**config.mk**
```make
export PLATFORM = sky130hd
export DESIGN_NAME = fft_bitrev_reorder
export DESIGN_NICKNAME = d
export VERILOG_FILES = /design/src/rtl/fft_bitrev_reorder.sv
export SDC_FILE = /design/constraint.sdc
export NUM_CORES = 1
export LEC_CHECK = 0
export ABC_AREA = 1
export BUFFER_PORTS_ARGS = -buffer_cell sky130_fd_sc_hd__buf_4
export CAP_MARGIN = 20
export CORE_MARGIN = 2
export CORE_UTILIZATION = 45
export CTS_CLUSTER_SIZE = 12
export DETAILED_ROUTE_END_ITERATION = 8
export GPL_ROUTABILITY_DRIVEN = 0
export PLACE_DENSITY = 0.62
export SLEW_MARGIN = 40
export SYNTH_ARGS = -nofsm -noshare
export SYNTH_HDL_FRONTEND = slang
export SYNTH_SLANG_ARGS = --single-unit
```
**constraint.sdc**
```tcl
create_clock -name clk -period 2.3 [get_ports clk]
set_input_delay 0.46 -clock clk [delete_from_list [all_inputs] [get_ports clk]]
set_output_delay 0.46 -clock clk [all_outputs]
set_load 0.01 [all_outputs]
```
**src/rtl/fft_bitrev_reorder.sv**
```systemverilog
// Ping-pong reorder buffer: collects a bit-reversed 2^N-sample frame per bank and
// replays each completed bank in natural order, tagging bin index and frame start.
module fft_bitrev_reorder #(
    parameter int N = 3,
    parameter int W = 16
) (
    input  logic         clk,
    input  logic         rst,
    input  logic         in_valid,
    input  logic         in_sof,
    input  logic [W-1:0] in_real,
    input  logic [W-1:0] in_img,
    output logic         out_valid,
    output logic         out_sof,
    output logic [N-1:0] out_idx,
    output logic [W-1:0] out_real,
    output logic [W-1:0] out_img
);

    localparam int L = 1 << N;

    typedef enum logic {IDLE, DRAIN} state_t;

    function automatic logic [N-1:0] bitrev(input logic [N-1:0] a);
        logic [N-1:0] r;
        for (int i = 0; i < N; i++) r[i] = a[N-1-i];
        return r;
    endfunction

    logic [2*W-1:0] mem [0:2*L-1];

    logic [N-1:0] wr_cnt;
    logic         wr_bank;
    logic [N-1:0] wr_addr;
    logic         wr_done;
    logic [1:0]   bank_full;

    logic [N-1:0] rd_cnt;
    logic         rd_bank;
    state_t       state, state_nxt;
    logic         rd_go, rd_step, drain_last, pick_bank;

    // in_sof resyncs the frame: the sample lands at address 0 and no completion is flagged
    assign wr_addr = in_sof ? '0 : bitrev(wr_cnt);
    assign wr_done = in_valid && !in_sof && (wr_cnt == '1);

    always_ff @(posedge clk) begin
        if (in_valid) mem[{wr_bank, wr_addr}] <= {in_real, in_img};
    end

    always_ff @(posedge clk or posedge rst) begin
        if (rst) begin
            wr_cnt  <= '0;
            wr_bank <= 1'b0;
        end else if (in_valid) begin
            wr_cnt <= in_sof ? N'(1) : wr_cnt + N'(1);
            if (wr_done) wr_bank <= ~wr_bank;
        end
    end

    // Read FSM: state register
    always_ff @(posedge clk or posedge rst) begin
        if (rst) state <= IDLE;
        else     state <= state_nxt;
    end

    // Read FSM: next state
    always_comb begin
        state_nxt = state;
        case (state)
            IDLE:    if (|bank_full) state_nxt = DRAIN;
            DRAIN:   if (drain_last && !bank_full[~rd_bank]) state_nxt = IDLE;
            default: state_nxt = IDLE;
        endcase
    end

    // Read FSM: control outputs
    always_comb begin
        rd_go      = (state == IDLE) && (|bank_full);
        rd_step    = (state == DRAIN);
        drain_last = (state == DRAIN) && (rd_cnt == '1);
        // if both banks ever hold frames, the one the writer points at is the older
        pick_bank  = bank_full[wr_bank] ? wr_bank : ~wr_bank;
    end

    always_ff @(posedge clk or posedge rst) begin
        if (rst) begin
            rd_cnt    <= '0;
            rd_bank   <= 1'b0;
            out_valid <= 1'b0;
            out_sof   <= 1'b0;
            out_idx   <= '0;
            out_real  <= '0;
            out_img   <= '0;
        end else begin
            if (rd_go) begin
                rd_bank <= pick_bank;
                rd_cnt  <= '0;
            end
            if (rd_step) begin
                out_valid             <= 1'b1;
                out_sof               <= (rd_cnt == '0);
                out_idx               <= rd_cnt;
                {out_real, out_img}   <= mem[{rd_bank, rd_cnt}];
                rd_cnt                <= rd_cnt + N'(1);
                if (drain_last) rd_bank <= ~rd_bank;
            end else begin
                out_valid <= 1'b0;
                out_sof   <= 1'b0;
                out_idx   <= '0;
            end
        end
    end

    // Clear on drain end and set on frame completion are on different banks
    always_ff @(posedge clk or posedge rst) begin
        if (rst) begin
            bank_full <= '0;
        end else begin
            for (int b = 0; b < 2; b++) begin
                if (drain_last && (rd_bank == 1'(b))) bank_full[b] <= 1'b0;
                if (wr_done && (wr_bank == 1'(b)))    bank_full[b] <= 1'b1;
            end
        end
    end

endmodule

```
# --- After elaboration in Yosys (flattened, before gate mapping) ---
# Memories as Yosys holds them, arrays and structs flattened. A register that Yosys moved wholly into a read port is not among the register bits.
# Index checks and enable logic that the tools add are counted.
classes:
  magnitude_cmp: 2
  muxes: 24
  n_addsub: 2
  n_reduce_logical: 17
  n_bitwise: 3
  eq_ne: 2
ops:
  columns: ["cell", "count"]
  rows:
  - ["$mux W1", 18]
  - ["$mux W3", 5]
  - ["$logic_and A1 B1 Y1", 9]
  - ["$add A3 B1 Y3 const B", 2]
  - ["$eq A3 B3 Y1 const B", 2]
  - ["$reduce_bool A2 Y1", 3]
  - ["$lt A1 B2 Y1 const B", 2]
  - ["$logic_not A3 Y1", 1]
  - ["$not A1 Y1", 3]
  - ["$logic_not A1 Y1", 2]
  - ["$pmux W1 S2", 1]
  - ["$reduce_and A2 Y1", 1]
  - ["$reduce_or A2 Y1", 1]
totals:
  out_inout_bits: 37
  mem_bits_rw: 512
  elab_cells: 61
  register_bits: 16
  n_memories: 1
  in_bits: 36
mem_list:
  columns: ["name", "words", "width", "rd", "rd_clocked_by_memory_dff", "write_ports", "line_no", "rtl"]
  rows:
  - ["mem", 16, 32, 1, 1, 1, "30", "logic [2*W-1:0] mem [0:2*L-1];"]

# --- Depth between registers and ports, before layout ---
logic_depth:
  ltp_word: 7
  ltp_mapped: 12
  ltp_nobuf: 9

# --- Least setup slack after synthesis ---
# OpenSTA, ideal clock, no wires.
synth_timing:
  kind: "input to register"
  from: "input port in_valid"
  to: "memory mem[10][0] (netlist bit) (enable)"
  path_buffers: 1
  arrival_ps: 2257
  required_ps: 1879
  cell_stages: 3
  slack_ps: -378
  path_cell_list: "clkbuf_1 nand3_1 nor2_1"
synth_between:
  elab_chain_len: 2
synth_lines:
  columns: ["item", "line_no", "rtl"]
  rows:
  - ["start, declared", "9", "input logic in_valid,"]
  - ["$mux W1", "48", "if (in_valid) mem[{wr_bank, wr_addr}] <= {in_real, in_img};"]
  - ["$mux W1 (not written as such)", "48", null]
  - ["end, declared", "30", null]
# No other way between the ends.

==> flow_metrics.tcl <==
set metrics [dict create \
    arrival_ns 2.44 \
    tritoncts "yes" \
    synth_area_sq_um 22500 \
    worst_slack_ns 0.391 \
    max-clock-path-buffers 3 \
    synth_area_per_cell_sq_um 11.8 \
    min_path_type "primary input to register" \
    floorplan.die_area_sq_um 51800 \
    num_antenna_cells 0 \
    grt_pass1_vias 14300 \
    worstSetupEndpoint "out_real[14]" \
    path_max_fanout 36 \
    detail_route.drc_violations 0 \
    rsz0062_at_grt "false" \
    worstSkewPairLatency_ns 0.61 \
    critical_path.endpoint_type "register" \
    power.net_switching_uw 10800 \
    design.core.area_sq_um 49200 \
    yosysWarnings 0 \
    crit_type "register to register" \
    finClkSkew_ns 0.0172 \
    finalWirelength_mm 53.9 \
    numClockSinks 560 \
    comb_power_share_pct 32.8 \
    worst-slew-pin-transition_ns 0.878 \
    htreeDepth 2 \
    vias_per_cell 5.32 \
    grt_overflow 0 \
    p_int_uw 19800 \
    critPathLaunchType "register" \
    initial_antenna_violation_count 0 \
    crit_path_start "rd_cnt[0]" \
    placement_rows 81 \
    postCtsSetupBuffers 0 \
    hold_path_startpoint "in_valid" \
    critPathTopFamily "buffers and inverters" \
    worst_setup_slack_before_clock_tree_synthesis_ns 0.324 \
    synthDistinctLibCells 21 \
    cp_cell_sequence "inv_6 > buf_4 > nand2_1 > nand3_1 > nand3_1 > nand2_1 > nand2_1 > nand2_1 > nand2_1 > nand2_1" \
    logic_depth_of_the_worst_register_to_register_path 10 \
    dieHeight_microns 228 \
    count_of_routing_violations_after_the_opening_detailed_route_iteration 1206 \
    ys_seq_area_share_pct 73.7 \
    boundaryPins 73 \
    drive_above_1_share_pct 10.8 \
    grtUsageTotal_pct 21.4 \
    critPathMaxStageDelay_ns 0.55 \
    die_width_microns 228 \
    area_growth_syn_to_layout_pct 14.5 \
    p_seq_share_pct 40.1 \
    max_clock_freq_mhz 524 \
    hpwlAfterDp_mm 30.3 \
    critical_path.n_buffers_inverters 2 \
    final-setup-viol-count 0 \
    crit_top_cell "nand2_1" \
    final_min_period_over_clock_period_pct 83.0 \
    cap_violations 0 \
    finalNetCount 2026 \
    rrSetupSlack_ns 0.39 \
    worst_setup_hold_path_clk_slew_ns 0.06 \
    grt_start_max_net_pins 130 \
    finalWorstPathRequiredPeriod_ns 1.91 \
    timing.final.hold_violations 0 \
    synth_seq_cells 560 \
    root_buffer_selected_by_cts "clkbuf_16" \
    hold_buffers 1 \
    seq_area_sq_um 16600 \
    max_slew_margin_pct 41.5 \
    worstReg2RegStart "rd_cnt[0]" \
    drt_first_pass_iters 5 \
    sw_frac_of_total_pct 35.3 \
    post_synth_inst_count 1912 \
    fin_util_pct 52.4 \
    run_status "complete, no violations" \
    power.leakage_uw 0.00974 \
    number_of_vias_in_the_routed_layout 14300 \
    worst_ep_required_time_ns 2.83 \
    worst_ir_drop_vdd_v 0.000806 \
    critical_path.slowest_cell "dfrtp_4" \
    cts-resized-gates 0 \
    syn_nets 1953 \
    multi_input_comb_area_sq_um 5250 \
    postRouteAntennaNets 0 \
    maxSlewViolCount 0 \
    power_per_cell_area_nw_per_um2 1190 \
    grt_pass1_wl_mm 83.1 \
    layout.filler_cells 4139 \
    buffer_ports.inserted 72 \
    clkPwrFrac_pct 27.1 \
    worst-path-stages 10 \
    initial_core_util_pct 45.8 \
    numCtsBuffers 56 \
    worst_r2r_endpoint "out_real[14]" \
    route.detailed.wl_per_inst_microns 20.0 \
]
-- power groups by stage --
stage / Clock, uW / Sequential, uW / Combinational (uW)
final: 8290 / 12200 / 10000
after global routing: 8820 / 12300 / 11200
after CTS: 8440 / 12300 / 10100
after detailed placement: 0 / 12500 / 10100
after global placement: 0 / 12400 / 9940
after floorplan: 0 / 12500 / 6780
-- worst register-to-register path, delay by kind of cell, from the launching register on --
family / cells / cell delay (ns)
simple gates: 8 / 0.63
buf+inv: 2 / 0.66
flops: 1 / 0.55
-- how the worst min path moves through the flow --
stage                  endpoint  slack (ns)  cells past startpoint
floorplan             out_valid        0.35                      0
global placement    out_real[3]        0.46                      2
detailed placement  out_real[3]        0.47                      2
CTS                   wr_cnt[0]        0.12                      2
global route        mem[11][31]        0.14                      1
finish                wr_cnt[0]        0.15                      2
-- final cells by class --
| type | instances | share of cell area (%) |
|---|---|---|
| timing repair buffer | 130 | 5.31 |
| inverter | 19 | 0.306 |
| tap | 664 | 3.23 |
| clock inverter | 12 | 0.258 |
| multi-input combinational | 1218 | 20.4 |
| sequential | 560 | 64.4 |
| clock buffer | 90 | 6.09 |
-- sequential cells by signal, indices dropped and copies added, names as in the netlist, 2 cells and up --
signal	flops
mem	512
out_img	16
out_real	16
out_idx	3
rd_cnt	3
wr_cnt	3
bank_full	2
-- cells in the mapped netlist --
| master | n | area share [%] |
|---|---|---|
| nand2_1 | 784 | 13 |
| edfxtp_1 | 512 | 68 |
| nand3_1 | 393 | 8.7 |
| buf_2 | 54 | 1.2 |
| dfrtp_1 | 48 | 5.3 |
| buf_4 | 23 | 0.77 |
| nor2_1 | 21 | 0.35 |
| clkbuf_1 | 18 | 0.30 |
| inv_1 | 16 | 0.27 |
| buf_6 | 14 | 0.70 |
| o21ai_0 | 9 | 0.20 |
| ha_1 | 5 | 0.28 |
| buf_1 | 4 | 0.067 |
| a21oi_1 | 3 | 0.067 |
| buf_8 | 2 | 0.13 |
| clkinv_1 | 1 | 0.017 |
| inv_2 | 1 | 0.017 |
| inv_6 | 1 | 0.039 |
| nand4_1 | 1 | 0.028 |
| o211ai_1 | 1 | 0.033 |
| o22ai_1 | 1 | 0.028 |
-- kinds of logic (layout without fill, tap and decap cells) --
logic type | after synthesis | count (layout) | share of synthesized area, %
adder cells (fa/ha/maj) | 5 | 5 | 0.278
buffers and inverters | 134 | 251 | 3.51
AND/OR/NAND/NOR | 1199 | 1199 | 22.2
flip-flops | 560 | 560 | 73.7
AO/OA/AOI/OAI | 14 | 14 | 0.328
-- layout by cell type, fill, tap and decap left out, drive strengths merged, types with 9 or more instances in the layout --
| cell type | Yosys | routed |
|---|---|---|
| nand2 | 784 | 784 |
| o21ai | 9 | 9 |
| nand3 | 393 | 393 |
| buf | 97 | 129 |
| clkbuf | 18 | 90 |
| dfrtp | 48 | 48 |
| inv | 18 | 19 |
| edfxtp | 512 | 512 |
| nor2 | 21 | 21 |
| clkinv | 1 | 12 |
-- per-stage QoR --
stage                     area (sq um)  instances  power [uW]  hold WS (ns)  setup TNS [ns]
after floorplan                  22500       1912       19200         0.352         -145.06
after global placement           24100       2590       22400         0.464               0
after detailed placement         24100       2590       22500         0.470               0
after CTS                        25700       2693       30800         0.118               0
after global routing             25700       2693       32400         0.139               0
final                            25700       2693       30500         0.149               0
-- per-layer routing --
layer | vias up | share of wire, % | GRT usage [%]
met4 | 0 | 3.5 | 8.22
met5 | - | 0 | 0
met2 | 432 | 49 | 36.0
met1 | 7012 | 42 | 28.1
met3 | 112 | 5.6 | 3.50
li1 | 6770 | - | -
Note: power is estimated with default switching activity, not from simulation.
